===== src/rtl/trdb_bmap_unpacker_pkg.sv =====
// Shared definitions for the branch-map unpacker: default map length and FSM states.
package trdb_bmap_unpacker_pkg;

    // Maximum number of branches carried by one branch-map packet.
    localparam int BMAP_LEN = 31;

    // Unpacker states: waiting for a packet, or replaying its beats.
    typedef enum logic {
        BMAP_IDLE  = 1'b0,
        BMAP_DRAIN = 1'b1
    } bmap_state_e;

endpackage : trdb_bmap_unpacker_pkg


===== src/rtl/trdb_bmap_unpacker.sv =====
// Branch-map unpacker: replays one branch-map packet (map bits + count) as a stream
// of per-branch outcome beats. Map bit 0 is the oldest branch; a map bit of 0 means
// taken, so the emitted taken flag is the inverse of the map bit.
module trdb_bmap_unpacker
    import trdb_bmap_unpacker_pkg::*;
#(
    parameter int BMAP_LEN = trdb_bmap_unpacker_pkg::BMAP_LEN,
    parameter int CNT_W    = $clog2(BMAP_LEN + 1)
) (
    input  logic                clk_i,
    input  logic                rst_ni,
    input  logic                flush_i,
    input  logic                bmap_valid_i,
    output logic                bmap_ready_o,
    input  logic [BMAP_LEN-1:0] bmap_i,
    input  logic [CNT_W-1:0]    bcount_i,
    output logic                branch_valid_o,
    input  logic                branch_ready_i,
    output logic                branch_taken_o,
    output logic                branch_last_o,
    output logic [CNT_W-1:0]    branch_idx_o,
    output logic                err_o
);

    localparam logic [CNT_W-1:0] MAX_CNT = CNT_W'(BMAP_LEN);
    localparam logic [CNT_W-1:0] ONE     = CNT_W'(1);

    // Clamp an incoming branch count to the map length.
    function automatic logic [CNT_W-1:0] sat_count(input logic [CNT_W-1:0] b);
        return (b > MAX_CNT) ? MAX_CNT : b;
    endfunction

    // Count is out of range for the map it came with.
    function automatic logic count_overflow(input logic [CNT_W-1:0] b);
        return (b > MAX_CNT);
    endfunction

    bmap_state_e         state;
    logic [BMAP_LEN-1:0] sr_p1;
    logic [CNT_W-1:0]    rem_p1;
    logic [CNT_W-1:0]    idx_p1;
    logic                vld_p1;
    logic                taken_p1;
    logic                last_p1;
    logic                err_p1;

    logic                beat_fire;
    logic                accept;
    logic [CNT_W-1:0]    cnt_p0;

    // Handshake decode; ready may look through the last beat's handshake so that a
    // following packet is taken without a bubble.
    always_comb begin
        beat_fire    = vld_p1 && branch_ready_i;
        bmap_ready_o = rst_ni && !flush_i &&
                       ((state == BMAP_IDLE) || (beat_fire && last_p1));
        accept       = bmap_valid_i && bmap_ready_o;
        cnt_p0       = sat_count(bcount_i);
    end

    // ---- stage p0 -> p1: packet load, beat shifting, flush and reset ----
    // FSM plus shift/count/index registers; beats hold while downstream stalls.
    always_ff @(posedge clk_i) begin
        if (!rst_ni) begin
            state    <= BMAP_IDLE;
            sr_p1    <= '0;
            rem_p1   <= '0;
            idx_p1   <= '0;
            vld_p1   <= 1'b0;
            taken_p1 <= 1'b0;
            last_p1  <= 1'b0;
            err_p1   <= 1'b0;
        end else if (flush_i) begin
            state    <= BMAP_IDLE;
            sr_p1    <= '0;
            rem_p1   <= '0;
            idx_p1   <= '0;
            vld_p1   <= 1'b0;
            taken_p1 <= 1'b0;
            last_p1  <= 1'b0;
            err_p1   <= 1'b0;
        end else begin
            err_p1 <= accept && count_overflow(bcount_i);
            if (accept && (cnt_p0 != '0)) begin
                state    <= BMAP_DRAIN;
                vld_p1   <= 1'b1;
                taken_p1 <= !bmap_i[0];
                last_p1  <= (cnt_p0 == ONE);
                idx_p1   <= '0;
                sr_p1    <= bmap_i >> 1;
                rem_p1   <= cnt_p0 - ONE;
            end else if (beat_fire) begin
                if (last_p1) begin
                    state  <= BMAP_IDLE;
                    vld_p1 <= 1'b0;
                end else begin
                    taken_p1 <= !sr_p1[0];
                    sr_p1    <= sr_p1 >> 1;
                    idx_p1   <= idx_p1 + ONE;
                    last_p1  <= (rem_p1 == ONE);
                    if (rem_p1 != '0) begin
                        rem_p1 <= rem_p1 - ONE;
                    end
                end
            end
        end
    end

    assign branch_valid_o = vld_p1;
    assign branch_taken_o = taken_p1;
    assign branch_last_o  = last_p1;
    assign branch_idx_o   = idx_p1;
    assign err_o          = err_p1;

endmodule : trdb_bmap_unpacker

===== config.mk =====
export PLATFORM = sky130hd
export DESIGN_NAME = trdb_bmap_unpacker
export DESIGN_NICKNAME = d
export VERILOG_FILES = /design/src/rtl/trdb_bmap_unpacker_pkg.sv /design/src/rtl/trdb_bmap_unpacker.sv
export SDC_FILE = /design/constraint.sdc
export NUM_CORES = 1
export LEC_CHECK = 0
export BUFFER_PORTS_ARGS = -buffer_cell sky130_fd_sc_hd__buf_2
export CAP_MARGIN = 0
export CORE_MARGIN = 2
export CORE_UTILIZATION = 55
export DETAILED_ROUTE_END_ITERATION = 7
export PLACE_DENSITY = 0.92
export SLEW_MARGIN = 20
export SYNTH_ARGS = -nofsm -noshare
export SYNTH_HDL_FRONTEND = slang
export SYNTH_SLANG_ARGS = --single-unit

===== constraint.sdc =====
create_clock -name clk_i -period 2.88 [get_ports clk_i]
set_input_delay 0.432 -clock clk_i [delete_from_list [all_inputs] [get_ports clk_i]]
set_output_delay 0.432 -clock clk_i [all_outputs]
set_load 0.02 [all_outputs]

==> results of run 1 <==
-- synth_stat cells (4+ instances only) --
cell type | number | area share, %
nand2_1 | 13 | 2.5
nor2_1 | 8 | 1.5
a211oi_1 | 4 | 1.5
ha_1 | 4 | 2.5
nor3_1 | 6 | 1.5
a22oi_1 | 27 | 10
a21oi_1 | 33 | 8.4
dfxtp_1 | 44 | 45
nand3_1 | 29 | 7.4
xor2_1 | 4 | 1.8
buf_2 | 4 | 1.0
clkbuf_1 | 8 | 1.5
-- worst paths after layout --
path | slack, ps | endpoint | cells past startpoint
worst max-delay path | 1110 | bmap_ready_o | 3
worst min-delay path | 250 | branch_taken_o$_SDFFE_PP0P_ | 2
worst max register to register | 1240 | rem_p1[1]$_SDFFE_PP0P_ | 5
worst min register to register | 480 | sr_p1[27]$_SDFFE_PP0P_ | 2
-- state kept, by name (all words and copies together) (netlist names) --
name	cells
sr_p1	30
branch_idx_o	5
rem_p1	5
branch_last_o	1
branch_taken_o	1
branch_valid_o	1
err_o	1
-- metrics by stage --
stage | hold slack, ps | setup slack [ps] | cells | total power [mW] | utilization (%)
floorplan | 448 | 1330 | 223 | 0.698 | -
global placement | 454 | 978 | 305 | 0.738 | 65.1
detailed placement | 460 | 949 | 305 | 0.740 | 65.1
CTS | 244 | 1110 | 313 | 1.05 | 67.1
global route | 243 | 1060 | 313 | 1.09 | 67.1
finish | 251 | 1110 | 313 | 1.05 | 67.1
-- power breakdown --
group	internal (mW)	switching, mW
clock	0.119	0.200
sequential	0.619	0.00648
combinational	0.0438	0.0588
-- metal layers --
metal	GRT usage, %	up-vias
met1	26.9	862
met4	7.61	0
met2	34.2	59
met3	4.05	4
li1	-	901
met5	0	-
-- kinds of logic after synthesis --
group	after synthesis	synth area share (%)
AOI/OAI and AO/OA	77	26.1
adders and majority gates	4	2.55
DFF	44	44.8
buffers and inverters	22	5.80
other	1	0.191
muxes	1	0.573
and+or+nand+nor	68	17.3
xor gates and xnor gates	6	2.68
-- area by class of cell --
cell class / count / area, um^2
clock buffers: 6 / 51.3
clock inverters: 2 / 15.0
fillers: 267 / 1120
inverters: 3 / 11.3
multi-input cells: 157 / 970
flip-flops and latches: 44 / 881
well taps: 46 / 57.6
repair buffers: 55 / 288
==> results_dict.tcl, run 1 <==
set metrics [dict create \
    r2r-start "branch_last_o$_SDFFE_PP0P_" \
    yosysWarnings 0 \
    grt_use_total_pct 20.7 \
    route.met2.wl_um 2040 \
    clk_pin_slew_worst_paths_ps 130 \
    cap_viol_max_count 0 \
    critical_path_class "register to output port" \
    layout_common_cells "buf_2 (50), dfxtp_1 (44), a21oi_1 (33)" \
    timing.final.crit_share_pct 61.4 \
    grt_pass1_wl_um 6690 \
    hold_violations 0 \
    ant_nets 0 \
    seq_area_frac_synth_pct 44.8 \
    synth_edf_count 0 \
    wirelength_met1_um 1960 \
    drt-total-wl_um 4290 \
    antenna_found_initial 0 \
    overflow 0 \
    leakage_nw 0.828 \
    cts_tree "yes" \
    nets 311 \
    crit_slowest_cell "dfxtp_1" \
    min_path_type "input pin to register" \
    wl_per_cell_um 13.7 \
    end_kind "output port" \
    grt_pass1_vias 1554 \
    slowest_delay_ps 400 \
    peakVddDrop_uv 274 \
    holdCritStartpoint "bmap_i[0]" \
    area_growth_pct 15.7 \
    critical_path_required_ps 2450 \
    final_common_cell "buf_2" \
    ys_types 38 \
    avgSynthCellArea_um2 8.81 \
    grt_max_degree 39 \
    postPlaceCellArea_um2 2210 \
    start_util_pct 58.0 \
    setup_violations 0 \
    ys_seq_elements 44 \
    dr.max_layer_used "met4" \
    cts_max_level 2 \
    port_buffers 50 \
    die_y_um 63.8 \
    postCtsHoldBufs 0 \
    io_pins 51 \
    gp_congestion 0.824 \
    drc 0 \
    wl_met3_um 243 \
    postCtsSetupRepairBufs 0 \
    antennaDiodeCount 0 \
    cts_buffers 5 \
    clock_sinks 44 \
    final_max_slew_viol_count 0 \
    cp_max_fo 5 \
    dpl.hpwl_um 2810 \
    design_area_um2 2270 \
    clockRootBuffer "clkbuf_4" \
    status "finished, final reports clean" \
    start_kind "register" \
    period_needed_ps 1770 \
    crit_arrival_ps 1340 \
    fp-row-count 21 \
    fmaxAchievable_mhz 565 \
    cp_cell_sequence "a21bo_2 > and2_1 > buf_2" \
    tns_ps 0 \
    drive_gt1_share_pct 25.8 \
    core_area_um2 3390 \
    synth_area_um2 1960 \
    vias 1826 \
    cts_resized 0 \
    synth_fp_nets 268 \
    drt_first_pass_iters 4 \
    clk_path_buf_depth 2 \
    vias_per_cell 5.83 \
    rsz0062_at_grt "false" \
    cp-startpoint "branch_valid_o$_SDFFE_PP0P_" \
    die-area_um2 4070 \
    clock-skew-final_ps 13.2 \
    critPathBufInv 1 \
    async_flop_share_pct 0 \
    clock_latency_ps 350 \
    syn_inst 223 \
    synth_flop_cell "dfxtp_1" \
    path_delay_family "flip-flops" \
    power_density_nw_per_um2 460 \
    drt_first_iter_violations 148 \
    die_x_um 63.8 \
]
Note: power is estimated with default switching activity, not from simulation.
==> inputs of run 2 (changes only) <==
- CORE_UTILIZATION: 55 -> 47
- PLACE_DENSITY: 0.92 -> 0.84
- clock period: 2.88 -> 1.5 ns (I/O delays scaled with it)
==> run 2 against run 1 <==
Net effect: worst hold slack lost 150 ps; clock skew shrank 3.3 ps; critical path depth is the same; critical path type unchanged; setup slack lost 1100 ps; highest routed layer unchanged; largest cell class unchanged; power grew 120%; global-route usage shrank 0.85 points.
==> results_dict.tcl, run 2 (synthesis results as in run 1) <==
set metrics [dict create \
    grt_pass1_vias 1575 \
    grt_max_degree 38 \
    final_common_cell "buf_2" \
    end_kind "output port" \
    drc 0 \
    die-area_um2 4710 \
    timing.hold.ws_ps 101 \
    drive_gt1_share_pct 29.6 \
    status "finished, final reports clean" \
    start_util_pct 49.1 \
    timing.final.crit_share_pct 97.6 \
    peakVddDrop_uv 594 \
    min_path_type "input pin to register" \
    setup_violations 0 \
    fp-row-count 23 \
    gp_congestion 0.817 \
    n_fill_cell 341 \
    cts_tree "yes" \
    port_buffers 50 \
    ant_nets 0 \
    rsz0062_at_grt "false" \
    layout_common_cells "buf_2 (50), dfxtp_1 (43), a21oi_1 (33)" \
    cap_viol_max_count 0 \
    grt_use_total_pct 19.9 \
    nets 321 \
    antenna_found_initial 0 \
    drt-total-wl_um 4750 \
    power_density_nw_per_um2 963 \
    final_max_slew_viol_count 0 \
    hold_violations 0 \
    setup_ws_ps 35.6 \
    worst-r2r-setup-slack_ps 70 \
    start_kind "register" \
    overflow 0 \
    vias_per_cell 5.65 \
    clk_path_buf_depth 2 \
    dpl.hpwl_um 3020 \
    dp_slack_ps -91.5 \
    die_y_um 68.7 \
    die_x_um 68.7 \
    multi_input_area_um2 993 \
    crit_arrival_ps 1240 \
    critical_path_class "register to output port" \
    wl_per_cell_um 14.5 \
    cp_max_fo 6 \
    largest_register "sr_p1" \
    io_pins 51 \
    regArea_um2 885 \
    fmaxAchievable_mhz 683 \
    clk_pin_slew_worst_paths_ps 80 \
    critical_path_required_ps 1270 \
    cts_max_level 2 \
    clock_sinks 44 \
    fin_util_pct 60.9 \
    clock_latency_ps 300 \
    leakage_nw 0.908 \
    core_area_um2 4000 \
    drt_first_iter_violations 168 \
    drt_first_pass_iters 4 \
    finalPower_mw 2.34 \
    period_needed_ps 1460 \
    clockRootBuffer "clkbuf_8" \
    grt_pass1_wl_um 7040 \
    largest_reg_flops 30 \
    antennaDiodeCount 0 \
    cts_buffers 5 \
    area_growth_pct 23.9 \
    clock-skew-final_ps 9.95 \
    vias 1847 \
]
==> run 2: timing repair <==
| item | in CTS | in global routing |
|---|---|---|
| resized for setup | 2 | 3 |
| cloned | 0 | 1 |
| setup endpoints to repair | 1 | 4 |
| hold buffers | 0 | 0 |
| buffers inserted | 0 | 1 |
==> run 2: where the power goes <==
part	leakage [nW]	total [mW]	switching (mW)	internal (mW)
Combinational	0.497	0.221	0.121	0.100
Sequential	0.357	1.20	0.0125	1.18
Clock	0.0548	0.926	0.425	0.502
Total	0.908	2.34	0.558	1.79
==> run 2: worst paths after layout <==
path / from / endpoint / cells after the start
worst max-delay path: branch_valid_o$_SDFFE_PP0P_ / bmap_ready_o / 3
worst max register to register: branch_last_o$_SDFFE_PP0P_ / rem_p1[2]$_SDFFE_PP0P_ / 4
worst min-delay path: bmap_i[0] / branch_taken_o$_SDFFE_PP0P_ / 2
worst min register to register: sr_p1[28]$_SDFFE_PP0P_ / sr_p1[28]$_SDFFE_PP0P_ / 2
==> run 2: routing by layer <==
metal	up-vias	part of all wire [%]	GRT usage, %
li1	932	-	-
met3	5	6.1	4.71
met5	-	0	0
met1	858	44	26.3
met2	52	49	31.5
met4	0	1.3	7.00
==> run 2: critical path, stage by stage, from the launching register on <==
cell and delay [ps]:
dfxtp_4 380, a21bo_4 260, and2_1 150, buf_2 150
==> run 2: area by class of cell <==
cell class,instances,area share (%)
timing repair buffer,64,15.1
clock buffer,5,2.83
inverter,3,0.462
multi-input combinational,158,40.8
tap,50,2.57
clock inverter,3,1.90
sequential,44,36.3
==> run 2: metrics by stage <==
| stage | TNS (ps) | instance area (um^2) | std cells |
|---|---|---|---|
| 2_1_floorplan | 0 | 1960 | 223 |
| 3_3_place_gp | -96.7 | 2280 | 317 |
| 4_1_cts | 0 | 2400 | 325 |
| 5_1_grt | 0 | 2430 | 327 |
| 6_report | 0 | 2430 | 327 |
| 3_5_place_dp | -368 | 2280 | 317 |
==> inputs of run 3 (changes only) <==
- ABC_AREA: default -> 1
- CORE_UTILIZATION: 47 -> 35
- PLACE_DENSITY: 0.84 -> 0.67
==> run 3 against run 2 <==
Net effect: setup slack improved by 54 ps; combinational power is 10% higher; first-iteration DRC count shrank 34%; sequential power is essentially flat; largest power group unchanged; worst hold slack improved by 19 ps; highest routed layer unchanged; power rose by 1.7%; critical endpoint unchanged; routed wire length down 0.50%; die area is 48% higher; clock-buffer cell count stayed put; flip-flop and latch count unchanged; global-route usage is 5.9 points lower; cell area is 9.4% higher.
==> results_dict.tcl, run 3 <==
set metrics [dict create \
    status "finished, final reports clean" \
    fp-row-count 28 \
    synth_most_common_cell "nand2_1" \
    cts_buffers 5 \
    critical_path_class "register to output port" \
    drt_first_iter_violations 111 \
    antennaDiodeCount 0 \
    ys_types 33 \
    synth_area_um2 2210 \
    synth_edf_count 0 \
    seq_area_frac_synth_pct 39.9 \
    synth_flop_cell "dfxtp_1" \
    slowest_delay_ps 370 \
    largest_register "sr_p1" \
    clock_latency_ps 300 \
    antenna_found_initial 0 \
    cts_tree "yes" \
    vias 1937 \
    power_density_nw_per_um2 896 \
    yosys.area.top_type "dfxtp_1" \
    start_util_pct 36.8 \
    p_switching_uw 598 \
    pwr-share-clk_pct 39.7 \
    yosys.area.top_type_share_pct 39.9 \
    start_kind "register" \
    power.share.switching_pct 25.1 \
    port_buffers 50 \
    wl_per_cell_um 11.6 \
    peakVddDrop_uv 399 \
    cts_max_level 2 \
    ant_nets 0 \
    cp_max_fo 3 \
    final_common_cell "nand2_1" \
    combPwrFrac_pct 10.2 \
    crit_arrival_ps 1190 \
    period_needed_ps 1410 \
    die-area_um2 6960 \
    leakage_nw 1.06 \
    fmaxAchievable_mhz 709 \
    finalPower_mw 2.39 \
    cap_viol_max_count 0 \
    largest_reg_flops 30 \
    clock_sinks 44 \
    postCtsSetupRepairBufs 0 \
    layout_common_cells "nand2_1 (82), buf_2 (50), dfxtp_1 (43)" \
    ys_top_cells_by_area "dfxtp_1 (40%), nand2_1 (14%), a21boi_1 (8.5%)" \
    ys_seq_elements 44 \
    dpl.hpwl_um 3320 \
    end_kind "output port" \
    min_path_type "input pin to register" \
    ys_top_cells_by_count "nand2_1 (83), dfxtp_1 (44), a21oi_1 (35)" \
    tns_ps 0 \
    critPathBufInv 1 \
    drive_gt1_share_pct 28.2 \
    grt_use_total_pct 14.0 \
    clk_pin_slew_worst_paths_ps 90 \
    nets 377 \
    clk_path_buf_depth 2 \
    gp_congestion 0.758 \
    area_growth_pct 20.7 \
    io_pins 51 \
    critical_path_required_ps 1270 \
    vias_per_cell 4.75 \
    yosysWarnings 0 \
    sequentialPowerShare_pct 50.1 \
    grt_pass1_wl_um 8140 \
    cp_cell_sequence "nand2_2 > a21oi_2 > buf_2" \
    async_flop_share_pct 0 \
    crit_slowest_cell "dfxtp_1" \
    setup_violations 0 \
    die_y_um 83.4 \
    timing.final.crit_share_pct 94.0 \
    die_x_um 83.4 \
    grt_max_degree 36 \
    clock-skew-final_ps 5.77 \
    synth_fp_nets 325 \
    final_max_slew_viol_count 0 \
    drt-total-wl_um 4730 \
    worst-r2r-setup-slack_ps 140 \
    avgSynthCellArea_um2 7.88 \
    drc 0 \
    clockRootBuffer "clkbuf_8" \
    drt_first_pass_iters 4 \
    syn_inst 280 \
    rsz0062_at_grt "false" \
    grt_pass1_vias 1782 \
    overflow 0 \
    path_delay_family "flip-flops" \
    hold_violations 0 \
    p_int_mw 1.79 \
    core_area_um2 5990 \
]
run 3: cell families (layout without fill, tap and decap cells):
kind of cell | after synthesis | after routing | synth area share (%)
AND/OR/NAND/NOR | 122 | 122 | 27.9
AO/OA/AOI/OAI | 77 | 77 | 21.6
flip-flops | 44 | 44 | 39.9
buffers and inverters | 30 | 83 | 7.37
adder cells (fa/ha/maj) | 4 | 4 | 2.27
XOR/XNOR | 2 | 2 | 0.794
other | 1 | 1 | 0.170
run 3: worst paths after layout:
path                              startpoint  cells past startpoint                     endpoint
setup / recovery  branch_last_o$_SDFFE_PP0P_                      3                 bmap_ready_o
hold / removal                     bmap_i[0]                      2  branch_taken_o$_SDFFE_PP0P_
setup reg to reg  branch_last_o$_SDFFE_PP0P_                      8       sr_p1[24]$_SDFFE_PP0P_
hold reg to reg       sr_p1[13]$_SDFFE_PP0P_                      2       sr_p1[13]$_SDFFE_PP0P_
run 3: through the flow:
step / area, um^2 / hold slack (ps) / util, % / worst slack [ps] / std cells
6_report: 2660 / 121 / 44.5 / 89.3 / 408
5_1_grt: 2660 / 119 / 44.5 / 19.2 / 408
4_1_cts: 2640 / 115 / 44.1 / 71.9 / 408
3_5_place_dp: 2530 / 442 / 42.2 / 66.1 / 400
3_3_place_gp: 2530 / 441 / 42.2 / 113 / 400
2_1_floorplan: 2210 / 321 / - / 32.0 / 280
run 3: layout make-up:
class	instances	area [um^2]
well taps	75	93.8
fillers	607	3330
repair buffers	58	334
clock inverters	3	46.3
multi-input cells	206	1170
clock buffers	5	68.8
flip-flops and latches	44	882
inverters	17	67.6
run 3: power by group through the flow:
stage                     Clock (mW)  Sequential, mW  Combinational (mW)
final                          0.947            1.19               0.244
after global routing            1.01            1.20               0.273
after CTS                      0.969            1.19               0.242
after detailed placement           0            1.22               0.241
after global placement             0            1.22               0.241
after floorplan                    0            1.22               0.142
run 3: per-layer routing:
layer  share of wire, %  vias up  track usage, %  routed length, um
li1                   -     1018               -                  -
met1                 50      879            19.3               2380
met2                 44       34            21.3               2060
met3                4.6        6            3.78                218
met4                1.5        0            4.40                 70
met5                  0        -               0                  0
run 3: repair_timing:
| action | in CTS | in global routing |
|---|---|---|
| endpoints found under the setup margin | 0 | 10 |
| hold buffers | 0 | 0 |
| resized for setup | 0 | 7 |
